==> src/rtl/beta_ifetch_if.sv <==
// Bus bundle between the Beta fetch stage, instruction memory and decode.
// The master side is the fetch stage; the slave side is memory + consumer + redirect source.
interface beta_ifetch_if;
    logic        imem_req;
    logic [31:0] imem_addr;
    logic        imem_gnt;
    logic        imem_rvalid;
    logic [31:0] imem_rdata;
    logic [31:0] INSTR;
    logic [31:0] INSTR_PC;
    logic        instr_valid;
    logic        instr_ready;
    logic        redirect;
    logic [31:0] redirect_pc;

    modport master (
        output imem_req, imem_addr, INSTR, INSTR_PC, instr_valid,
        input  imem_gnt, imem_rvalid, imem_rdata, instr_ready, redirect, redirect_pc
    );

    modport slave (
        input  imem_req, imem_addr, INSTR, INSTR_PC, instr_valid,
        output imem_gnt, imem_rvalid, imem_rdata, instr_ready, redirect, redirect_pc
    );
endinterface

==> src/rtl/beta_ifetch.sv <==
// Beta instruction fetch: credit-limited in-order requests, prefetch FIFO,
// PC-tagged output handshake and redirect flush with stale-response dropping.
module beta_ifetch #(
    parameter int          DEPTH    = 4,
    parameter logic [31:0] RESET_PC = 32'h8000_0000
) (
    input  logic          CLK,
    input  logic          RST,
    beta_ifetch_if.master bus
);
    localparam int              CW       = $clog2(DEPTH + 1);
    localparam int              PW       = (DEPTH > 1) ? $clog2(DEPTH) : 1;
    localparam logic [CW:0]     DEPTH_W  = (CW + 1)'(DEPTH);
    localparam logic [PW-1:0]   LAST_PTR = PW'(DEPTH - 1);
    localparam logic [CW-1:0]   ONE_C    = CW'(1);

    logic [31:0]   r_fetch_pc;
    logic [31:0]   r_resp_pc;
    logic [CW-1:0] r_count;
    logic [CW-1:0] r_outstanding;
    logic [CW-1:0] r_drop_cnt;
    logic [PW-1:0] r_wptr;
    logic [PW-1:0] r_rptr;
    logic [31:0]   r_fifo_instr [DEPTH];
    logic [31:0]   r_fifo_pc    [DEPTH];

    logic [CW:0]   w_used;
    logic          w_valid;
    logic          w_issue;
    logic          w_resp;
    logic          w_drop;
    logic          w_push;
    logic          w_pop;
    logic [31:0]   w_redir_pc;

    function automatic logic [PW-1:0] ptr_inc(input logic [PW-1:0] p);
        return (p == LAST_PTR) ? '0 : p + 1'b1;
    endfunction

    // Credit counts both buffered words and requests still in flight.
    assign w_used     = {1'b0, r_count} + {1'b0, r_outstanding};
    assign w_valid    = (r_count != '0);
    assign w_issue    = bus.imem_req & bus.imem_gnt;
    assign w_resp     = bus.imem_rvalid & (r_outstanding != '0);
    assign w_drop     = w_resp & (r_drop_cnt != '0);
    assign w_push     = w_resp & ~w_drop & ~bus.redirect;
    assign w_pop      = w_valid & bus.instr_ready;
    assign w_redir_pc = bus.redirect_pc & 32'hFFFF_FFFC;

    assign bus.imem_req    = (w_used < DEPTH_W) & ~bus.redirect & ~RST;
    assign bus.imem_addr   = r_fetch_pc;
    assign bus.instr_valid = w_valid;
    assign bus.INSTR       = w_valid ? r_fifo_instr[r_rptr] : 32'h0;
    assign bus.INSTR_PC    = w_valid ? r_fifo_pc[r_rptr]    : 32'h0;

    // NOTE: state registers use non-blocking assignments so every update sees pre-edge values.
    always_ff @(posedge CLK) begin
        if (RST) begin
            r_fetch_pc    <= RESET_PC;
            r_resp_pc     <= RESET_PC;
            r_count       <= '0;
            r_outstanding <= '0;
            r_drop_cnt    <= '0;
            r_wptr        <= '0;
            r_rptr        <= '0;
        end else if (bus.redirect) begin
            // Every request still in flight after this edge is now stale.
            r_fetch_pc    <= w_redir_pc;
            r_resp_pc     <= w_redir_pc;
            r_count       <= '0;
            r_wptr        <= '0;
            r_rptr        <= '0;
            r_outstanding <= r_outstanding - CW'(w_resp);
            r_drop_cnt    <= r_outstanding - CW'(w_resp);
        end else begin
            if (w_issue) begin
                r_fetch_pc <= r_fetch_pc + 32'd4;
            end
            r_outstanding <= r_outstanding + CW'(w_issue) - CW'(w_resp);
            if (w_drop) begin
                r_drop_cnt <= r_drop_cnt - ONE_C;
            end
            if (w_push) begin
                r_resp_pc <= r_resp_pc + 32'd4;
                r_wptr    <= ptr_inc(r_wptr);
            end
            if (w_pop) begin
                r_rptr <= ptr_inc(r_rptr);
            end
            r_count <= r_count + CW'(w_push) - CW'(w_pop);
        end
    end

    // NOTE: FIFO storage has no reset; r_count gates every read, so stale contents are never seen.
    always_ff @(posedge CLK) begin
        if (!RST && w_push) begin
            r_fifo_instr[r_wptr] <= bus.imem_rdata;
            r_fifo_pc[r_wptr]    <= r_resp_pc;
        end
    end

    a_no_orphan_resp: assert property (@(posedge CLK) disable iff (RST)
        !(bus.imem_rvalid && (r_outstanding == '0)))
        else $error("beta_ifetch: imem_rvalid with no outstanding request");

    a_credit_bound: assert property (@(posedge CLK) disable iff (RST) (w_used <= DEPTH_W))
        else $error("beta_ifetch: outstanding + fifo_count exceeds DEPTH");

    a_drop_bound: assert property (@(posedge CLK) disable iff (RST) (r_drop_cnt <= r_outstanding))
        else $error("beta_ifetch: drop_cnt exceeds outstanding");
endmodule

==> src/flat_wrapper.sv <==
// flat-port wrapper written by rule: the top's interface ports become plain ports
module beta_ifetch_flat 
#(
    parameter int          DEPTH    = 4,
    parameter logic [31:0] RESET_PC = 32'h8000_0000
)
  (CLK, RST, bus_imem_req, bus_imem_addr, bus_INSTR, bus_INSTR_PC, bus_instr_valid, bus_imem_gnt, bus_imem_rvalid, bus_imem_rdata, bus_instr_ready, bus_redirect, bus_redirect_pc);
  beta_ifetch_if bus_i ();
  input  logic CLK;
  input  logic RST;
  output wire logic [$bits(bus_i.imem_req)-1:0] bus_imem_req;
  output wire logic [$bits(bus_i.imem_addr)-1:0] bus_imem_addr;
  output wire logic [$bits(bus_i.INSTR)-1:0] bus_INSTR;
  output wire logic [$bits(bus_i.INSTR_PC)-1:0] bus_INSTR_PC;
  output wire logic [$bits(bus_i.instr_valid)-1:0] bus_instr_valid;
  input wire logic [$bits(bus_i.imem_gnt)-1:0] bus_imem_gnt;
  input wire logic [$bits(bus_i.imem_rvalid)-1:0] bus_imem_rvalid;
  input wire logic [$bits(bus_i.imem_rdata)-1:0] bus_imem_rdata;
  input wire logic [$bits(bus_i.instr_ready)-1:0] bus_instr_ready;
  input wire logic [$bits(bus_i.redirect)-1:0] bus_redirect;
  input wire logic [$bits(bus_i.redirect_pc)-1:0] bus_redirect_pc;
  assign bus_imem_req = bus_i.imem_req;
  assign bus_imem_addr = bus_i.imem_addr;
  assign bus_INSTR = bus_i.INSTR;
  assign bus_INSTR_PC = bus_i.INSTR_PC;
  assign bus_instr_valid = bus_i.instr_valid;
  assign bus_i.imem_gnt = bus_imem_gnt;
  assign bus_i.imem_rvalid = bus_imem_rvalid;
  assign bus_i.imem_rdata = bus_imem_rdata;
  assign bus_i.instr_ready = bus_instr_ready;
  assign bus_i.redirect = bus_redirect;
  assign bus_i.redirect_pc = bus_redirect_pc;
  beta_ifetch #(.DEPTH(DEPTH), .RESET_PC(RESET_PC)) u_core (.CLK(CLK), .RST(RST), .bus(bus_i));
endmodule
==> config.mk <==
export PLATFORM = sky130hd
export DESIGN_NAME = beta_ifetch_flat
export DESIGN_NICKNAME = d
export VERILOG_FILES = /design/src/rtl/beta_ifetch_if.sv /design/src/rtl/beta_ifetch.sv /design/src/flat_wrapper.sv
export SDC_FILE = /design/constraint.sdc
export NUM_CORES = 1
export LEC_CHECK = 0
export ABC_CLOCK_PERIOD_IN_PS = 3800
export CORE_MARGIN = 3
export CORE_UTILIZATION = 40
export DETAILED_ROUTE_END_ITERATION = 7
export GPL_TIMING_DRIVEN = 0
export SETUP_SLACK_MARGIN = 0.02
export SLEW_MARGIN = 20
export SYNTH_ARGS = -nofsm -noshare
export SYNTH_HDL_FRONTEND = slang
export SYNTH_SLANG_ARGS = --single-unit
==> constraint.sdc <==
create_clock -name CLK -period 3.8 [get_ports CLK]
set_clock_uncertainty 0.05 [all_clocks]
set_input_delay 0.38 -clock CLK [delete_from_list [all_inputs] [get_ports CLK]]
set_output_delay 0.38 -clock CLK [all_outputs]
set_load 0.005 [all_outputs]
* Word level (Yosys, flattened, before mapping)
Memory sizes are Yosys's and may differ from the RTL's. A register that Yosys moved wholly into a read port is not among the register bits. Index checks and enable logic that the tools add are counted.
Storage, ports and cells: register bits 77, memory bits (writable) 256, output and inout port bits 98, word-level logic and storage cells 62, memories kept 2
Memories:
- u_core.r_fifo_instr | depth 4, width 32, rd ports 1, clocked after memory_dff 1, write ports 1, RTL line beta_ifetch.sv:24 | logic [31:0] r_fifo_instr [DEPTH];
- u_core.r_fifo_pc | depth 4, width 32, rd ports 1, clocked after memory_dff 1, write ports 1, RTL line beta_ifetch.sv:25 | logic [31:0] r_fifo_pc [DEPTH];
Operators by class: add/subtract/negate cells 11, $lt $le $gt $ge 1, eq/ne operators 2, mux-type cells 17, bitwise operators 11, reductions and logical operators 9
Operators by type and width (number):
- $mux 32 | 6
- $add 32x3->32 const B | 2
- $mux 2 | 6
- $mux 3 | 3
- $reduce_bool 3->1 | 3
- $sub 3x1->3 | 3
- $and 1x1->1 | 8
- $add 3x1->3 | 2
- $reduce_bool 2->1 | 3
- $add 2x1->2 const B | 2
- $add 3x3->4 | 1
- $eq 2x2->1 const B | 2
- $lt 4x3->1 const B | 1
- $not 1->1 | 3
- $sub 3x1->3 const B | 1
- $mux 1 | 2
- $reduce_or 2->1 | 1
- $logic_and 1x1->1 | 1
- $logic_not 1->1 | 1

* Longest topological paths before layout
Gate-level depths: netlist of run 1.
depth in word-level cells 9, gate-level depth with buffers 11, gate-level depth less buffers 10

* Worst setup path after synthesis of run 1
Ideal clock, no wire load.
path kind register to register, start point register u_core.r_drop_cnt[0], end point memory u_core.r_fifo_instr[0][0], enable pin, data arrival time 2.706 ns, setup slack 0.617 ns, cell stages (with the launch flop) 7, period minus slack after synthesis 3.183 ns, path through dfxtp_1 inv_1 ha_1 nand3b_1 nor2_1 buf_2 and3_1
On the way: word-level cells in the longest chain between the ends 8
RTL lines:
- start, declared | RTL line beta_ifetch.sv:21 | logic [CW-1:0] r_drop_cnt;
- start signal, assigned | RTL line beta_ifetch.sv:74 | r_drop_cnt <= r_outstanding - CW'(w_resp);
- start signal, assigned | RTL line beta_ifetch.sv:81 | r_drop_cnt <= r_drop_cnt - ONE_C;
- $reduce_bool 3->1 | RTL line beta_ifetch.sv:45 | assign w_drop = w_resp & (r_drop_cnt != '0);
- $and 1x1->1 | RTL line beta_ifetch.sv:45
- $not 1->1 | RTL line beta_ifetch.sv:46 | assign w_push = w_resp & ~w_drop & ~bus.redirect;
- $and 1x1->1 (2 in a row) | RTL line beta_ifetch.sv:46
- $logic_and 1x1->1 | RTL line beta_ifetch.sv:96 | if (!RST && w_push) begin
- $mux 1 | RTL line beta_ifetch.sv:96
- $mux 1 (implied by the code) | RTL line beta_ifetch.sv:97 | r_fifo_instr[r_wptr] <= bus.imem_rdata;
- end, declared | RTL line beta_ifetch.sv:24
Every way passes these cells.

==> results.cfg, run 1 <==
[worst_setup_path]
crit_fanout = 10
rr_worst_depth = 7
path_class = reg -> out
critPathRequiredTime_ns = 3.37
start_kind = flop
crit_path_end_kind = output pin
reg2reg_from = u_core.r_drop_cnt[0]
worstPathArrival_ns = 2.92

[grt]
overflow = 0
grtUsageTotal = 0.174
grt_pass1_wl_mm = 48.9
grt_pass1_vias = 8377
antenna_found_initial = 1
grt_max_degree = 44

[synthesis]
muxShareOfSynthArea = 0.101
synthAdderAreaFrac = 0.0184
synth.distinct_cells = 54
yosysSeqAreaShare = 0.650
synth_area_sq_um = 13800
ys_ff_latch = 323
synth_cells = 906
async_flop_share = 0
synth_top_family_by_area = simple AND/OR/NAND/NOR gates
yosysWarnings = 0
synth_top_cell_area_share = 0.541
synth-xor-area-share = 0.0394
synth_edf_count = 248
synth.avg_cell_area_sq_um = 15.2
synth_ff_type = edfxtp_1
synth_compound_area_frac = 0.0521
synth.area.top_cells = edfxtp_1 (54%), dfxtp_1 (11%), mux4_2 (10%)
netlist.top_cell.by_area = edfxtp_1
synthSimpleGateAreaFrac = 0.109

[routing]
routed_wl_mm = 31.4
viasPerCell = 5.09
dr.pass1.iters = 4
post_drt_wl_per_cell_um = 19.8
drc_errors = 0
antenna_left = 0
via_count = 8064
dr.first_iter.drc_count = 406

[clock_network]
cts_tree = built
clkSlewWorstSetupHoldPaths_ns = 0.06
ctsLongestPathBuffers = 3
htree_levels = 2
cts_buffers = 36
postCtsSetupBuffers = 0
clkLatencyLatePin_ns = 0.51
ctsResizeCount = 0
clkSinkCount = 323
cts-hold-fix-buffers = 0
clockRootBuffer = clkbuf_16

[die]
fp-row-count = 67
num_io_pins = 168
core-area_sq_um = 33700
start_util = 0.409
die_w_um = 192
die-area_sq_um = 36700
die_y_um = 192

[timing]
rsz0062_at_grt = no
setup-violations-final = 0
slew_violations = 0
worstMarginPinSlew_ns = 0.736
hold_violations = 0
slew_headroom = 0.509
final.period_utilization = 0.881
max_freq_mhz = 299
hold_ws_ns = 0.233
fin_tns_setup_ns = 0
layout_min_cycle_time_ns = 3.35

[layout]
finalInstanceArea_sq_um = 17200
drive_gt1_frac = 0.148
nets = 1200
layout_common_cells = edfxtp_1 (248), clkdlybuf4s50_1 (160), dfxtp_1 (75)
n_antenna_cell = 0
mostFrequentLayoutCell = edfxtp_1
finish.utilization = 0.511
syn2layout_area_growth_pct = 25.0

[job]
maxCapViolCount = 0

[power]
pwr-share-clk = 0.402
seq_power_share = 0.483
switching_share = 0.232
p_leak_nw = 5.72
ir_worst_vdd_mv = 0.293
power_density_nw_per_um2 = 487
power_frac_comb = 0.115
intPower_mw = 6.44
switchingPower_mw = 1.94

[run_status]
status = finished clean

[placed_design]
placed_cell_area_sq_um = 16100
place_hpwl_mm = 21.6
port_buffers = 160
place.gp.congestion = 0.826

[hold_path]
hold_start = RST
hold_path_depth = 3
hp-class = in -> reg
## power groups by stage
| stage | logic, mW | registers, mW | clock network, mW |
|---|---|---|---|
| floorplan | 0.520 | 4.08 | 0 |
| detailed placement | 0.971 | 4.12 | 0 |
| CTS | 0.979 | 4.05 | 3.45 |
| global route | 1.07 | 4.07 | 3.60 |
| global placement | 0.955 | 4.12 | 0 |
| finish | 0.960 | 4.05 | 3.37 |
## path summary, 6_finish.rpt
| path | endpoint | slack (ns) |
|---|---|---|
| worst max-delay path | bus_INSTR_PC[20] | 0.45 |
| worst max register to register | u_core.r_fifo_pc[2][8] | 0.88 |
| worst min-delay path | u_core.r_outstanding[0] | 0.23 |
| worst min register to register | flop | 0.44 |
## metrics by stage
stage          std cells  setup slack (ns)  total power, mW
2_1_floorplan        909             0.617             4.60
3_3_place_gp        1517             -1.53             5.08
3_5_place_dp        1521             0.383             5.09
4_1_cts             1585             0.326             8.48
5_1_grt             1585             0.198             8.74
6_report            1585             0.452             8.38
## registers in the layout (all words and copies together), names as in the netlist, named ones only
| name | cells |
|---|---|
| u_core.bus.imem_addr | 30 |
| u_core.r_count | 3 |
| u_core.r_drop_cnt | 3 |
| u_core.r_fifo_instr | 128 |
| u_core.r_fifo_pc | 120 |
| u_core.r_outstanding | 3 |
| u_core.r_resp_pc | 30 |
| u_core.r_rptr | 2 |
| u_core.r_wptr | 2 |
## cell usage after synthesis (6+ instances only)
| cell type | n |
|---|---|
| edfxtp_1 | 248 |
| dfxtp_1 | 75 |
| and2_1 | 67 |
| mux4_2 | 62 |
| inv_1 | 48 |
| a21oi_1 | 37 |
| nand2_1 | 36 |
| xnor2_1 | 35 |
| clkbuf_1 | 31 |
| xor2_1 | 27 |
| a21boi_0 | 26 |
| nor2_1 | 24 |
| nand3_1 | 19 |
| nand4_1 | 19 |
| ha_1 | 17 |
| nor3_1 | 13 |
| a21boi_1 | 12 |
| and3_1 | 11 |
| a31oi_1 | 9 |
| nor4_2 | 9 |
| buf_2 | 8 |
| and4_1 | 7 |
| o22ai_1 | 6 |
## area by class of cell
type                    instances  area, sq um
well taps                     448          561
multi-input cells             491         4450
inverters                      49          184
repair buffers                164         1700
plain buffers                  46          220
clock inverters                14          129
fillers                      2869        16500
clock buffers                  50         1020
flip-flops and latches        323         8950
## critical path, stage by stage (launching register included)
cell and delay (ns):
dfxtp_1 0.30, clkbuf_1 0.45, buf_2 0.45, mux4_2 0.55
and2_1 0.16, clkdlybuf4s50_1 0.49
## kinds of logic after synthesis
group	after synthesis
DFF	323
buffers and inverters	95
muxes	62
AOI/OAI and AO/OA	110
adders and majority gates	19
xor gates and xnor gates	62
other	1
and+or+nand+nor	234
## routing by layer
metal	wire length (um)	part of all wire	up-vias	track usage
met5	13	0.00041	-	0
met4	476	0.015	2	0.0375
met3	2060	0.066	37	0.0374
met2	14800	0.47	237	0.283
met1	14000	0.45	3967	0.241
li1	-	-	3821	-
Power figures use the tool's default switching activity.
==> run 2: changes to the inputs <==
Settings changed: CORE_UTILIZATION 40 to 55, PLACE_DENSITY from default to 0.79.
==> run 2 against run 1 <==
- fmax is 1.9% lower
- sequential share of layout area is 0.64 points higher
- combinational power is 0.6% higher
- power is 0.65% lower
- critical endpoint is now bus_INSTR_PC[15]
==> results.cfg, run 2 (same netlist as run 1, synthesis figures left out) <==
[grt]
antenna_found_initial = 1
overflow = 0
grt_pass1_vias = 8424
grt_pass1_wl_mm = 47.3
grtUsageTotal = 0.227
grt_max_degree = 37

[placed_design]
port_buffers = 160
place_hpwl_mm = 20.6
place.gp.congestion = 0.882

[timing]
rsz0062_at_grt = no
setup-violations-final = 0
hold_ws_ns = 0.190
layout_min_cycle_time_ns = 3.41
slew_violations = 0
worstMarginPinSlew_ns = 0.676
slew_headroom = 0.549
final.period_utilization = 0.899
max_freq_mhz = 293
hold_violations = 0

[job]
maxCapViolCount = 0

[clock_network]
postCtsSetupBuffers = 0
htree_levels = 1
clkSlewWorstSetupHoldPaths_ns = 0.06
cts-hold-fix-buffers = 0
clkLatencyLatePin_ns = 0.55
clkSinkCount = 323
cts_tree = built
clockRootBuffer = clkbuf_16
cts_buffers = 31
ctsLongestPathBuffers = 3
ctsResizeCount = 0

[power]
intPower_mw = 6.44
power_density_nw_per_um2 = 490
ir_worst_vdd_mv = 0.393
p_leak_nw = 5.68
switching_share = 0.227
seq_power_share = 0.487
power_frac_comb = 0.116
power.total_mw = 8.32
switchingPower_mw = 1.89
pwr-share-clk = 0.397

[worst_setup_path]
reg2reg_from = u_core.r_outstanding[2]
path_class = reg -> out
crit_chain = clkbuf_1 > buf_2 > mux4_2 > and2_1 > clkdlybuf4s50_1
critPathMaxStageDelay_ns = 0.56
worstPathArrival_ns = 2.98
start_kind = flop
crit_path_end_kind = output pin
critical-path-slowest-cell = mux4_2
crit_fanout = 10
critPathRequiredTime_ns = 3.37

[layout]
n_antenna_cell = 0
largest_reg_flops = 128
largest_register = u_core.r_fifo_instr
syn2layout_area_growth_pct = 23.5
drive_gt1_frac = 0.147
layout_common_cells = edfxtp_1 (248), clkdlybuf4s50_1 (160), dfxtp_1 (75)
reg.largest.list = u_core.r_fifo_instr (128), u_core.r_fifo_pc (120)
mostFrequentLayoutCell = edfxtp_1
nets = 1195

[run_status]
status = finished clean

[die]
die_w_um = 164
die-area_sq_um = 27000
fp-row-count = 57
num_io_pins = 168
die_y_um = 164
core-area_sq_um = 24500
start_util = 0.563

[hold_path]
hp-class = in -> reg
hold_start = RST

[routing]
antenna_left = 0
via_count = 8367
drc_errors = 0
dr.first_iter.drc_count = 804
post_drt_wl_per_cell_um = 21.0
viasPerCell = 5.75
routed_wl_mm = 30.5
dr.pass1.iters = 6
run 2: worst paths after layout:
| kind | cells past startpoint | to | slack, ns |
|---|---|---|---|
| max reg2reg | 11 | u_core.r_outstanding[2] | 0.88 |
| max | 5 | bus_INSTR_PC[15] | 0.39 |
| min reg2reg | 2 | u_core.r_rptr[1] | 0.46 |
| min | 3 | u_core.r_outstanding[0] | 0.19 |
run 2: critical path, delay by kind of cell (launching register included):
kind	cells	cell delay, ns
buffers and inverters	3	1.38
DFF	1	0.31
muxes	1	0.56
and+or+nand+nor	1	0.18
run 2: through the flow:
stage	setup WS (ns)	instance area (sq um)	utilization	setup TNS (ns)	cells
2_1_floorplan	0.617	13800	-	0	909
3_3_place_gp	-1.21	15800	0.645	-292.46	1393
3_5_place_dp	0.521	15900	0.649	0	1397
4_1_cts	0.320	17000	0.695	0	1454
5_1_grt	0.219	17000	0.695	0	1454
6_report	0.385	17000	0.695	0	1454
run 2: layout make-up:
class | instances | area, sq um
Clock buffer | 37 | 828
Sequential cell | 323 | 8950
Timing Repair Buffer | 164 | 1680
Inverter | 49 | 184
Fill cell | 1624 | 7460
Buffer | 46 | 220
Multi-Input combinational cell | 491 | 4450
Clock inverter | 20 | 285
Tap cell | 324 | 405
run 2: power by group through the flow:
stage          sequential, mW  clock [mW]  combinational, mW
2_1_floorplan            4.08           0              0.520
3_3_place_gp             4.12           0              0.930
3_5_place_dp             4.12           0              0.959
4_1_cts                  4.05        3.34              0.973
5_1_grt                  4.06        3.48               1.06
6_report                 4.05        3.31              0.966
run 2: layer usage:
layer	vias up	part of all wire	GRT usage
met2	362	0.48	0.373
met3	50	0.075	0.0456
li1	3796	-	-
met5	-	0.00026	0
met4	2	0.020	0.0569
met1	4157	0.42	0.316
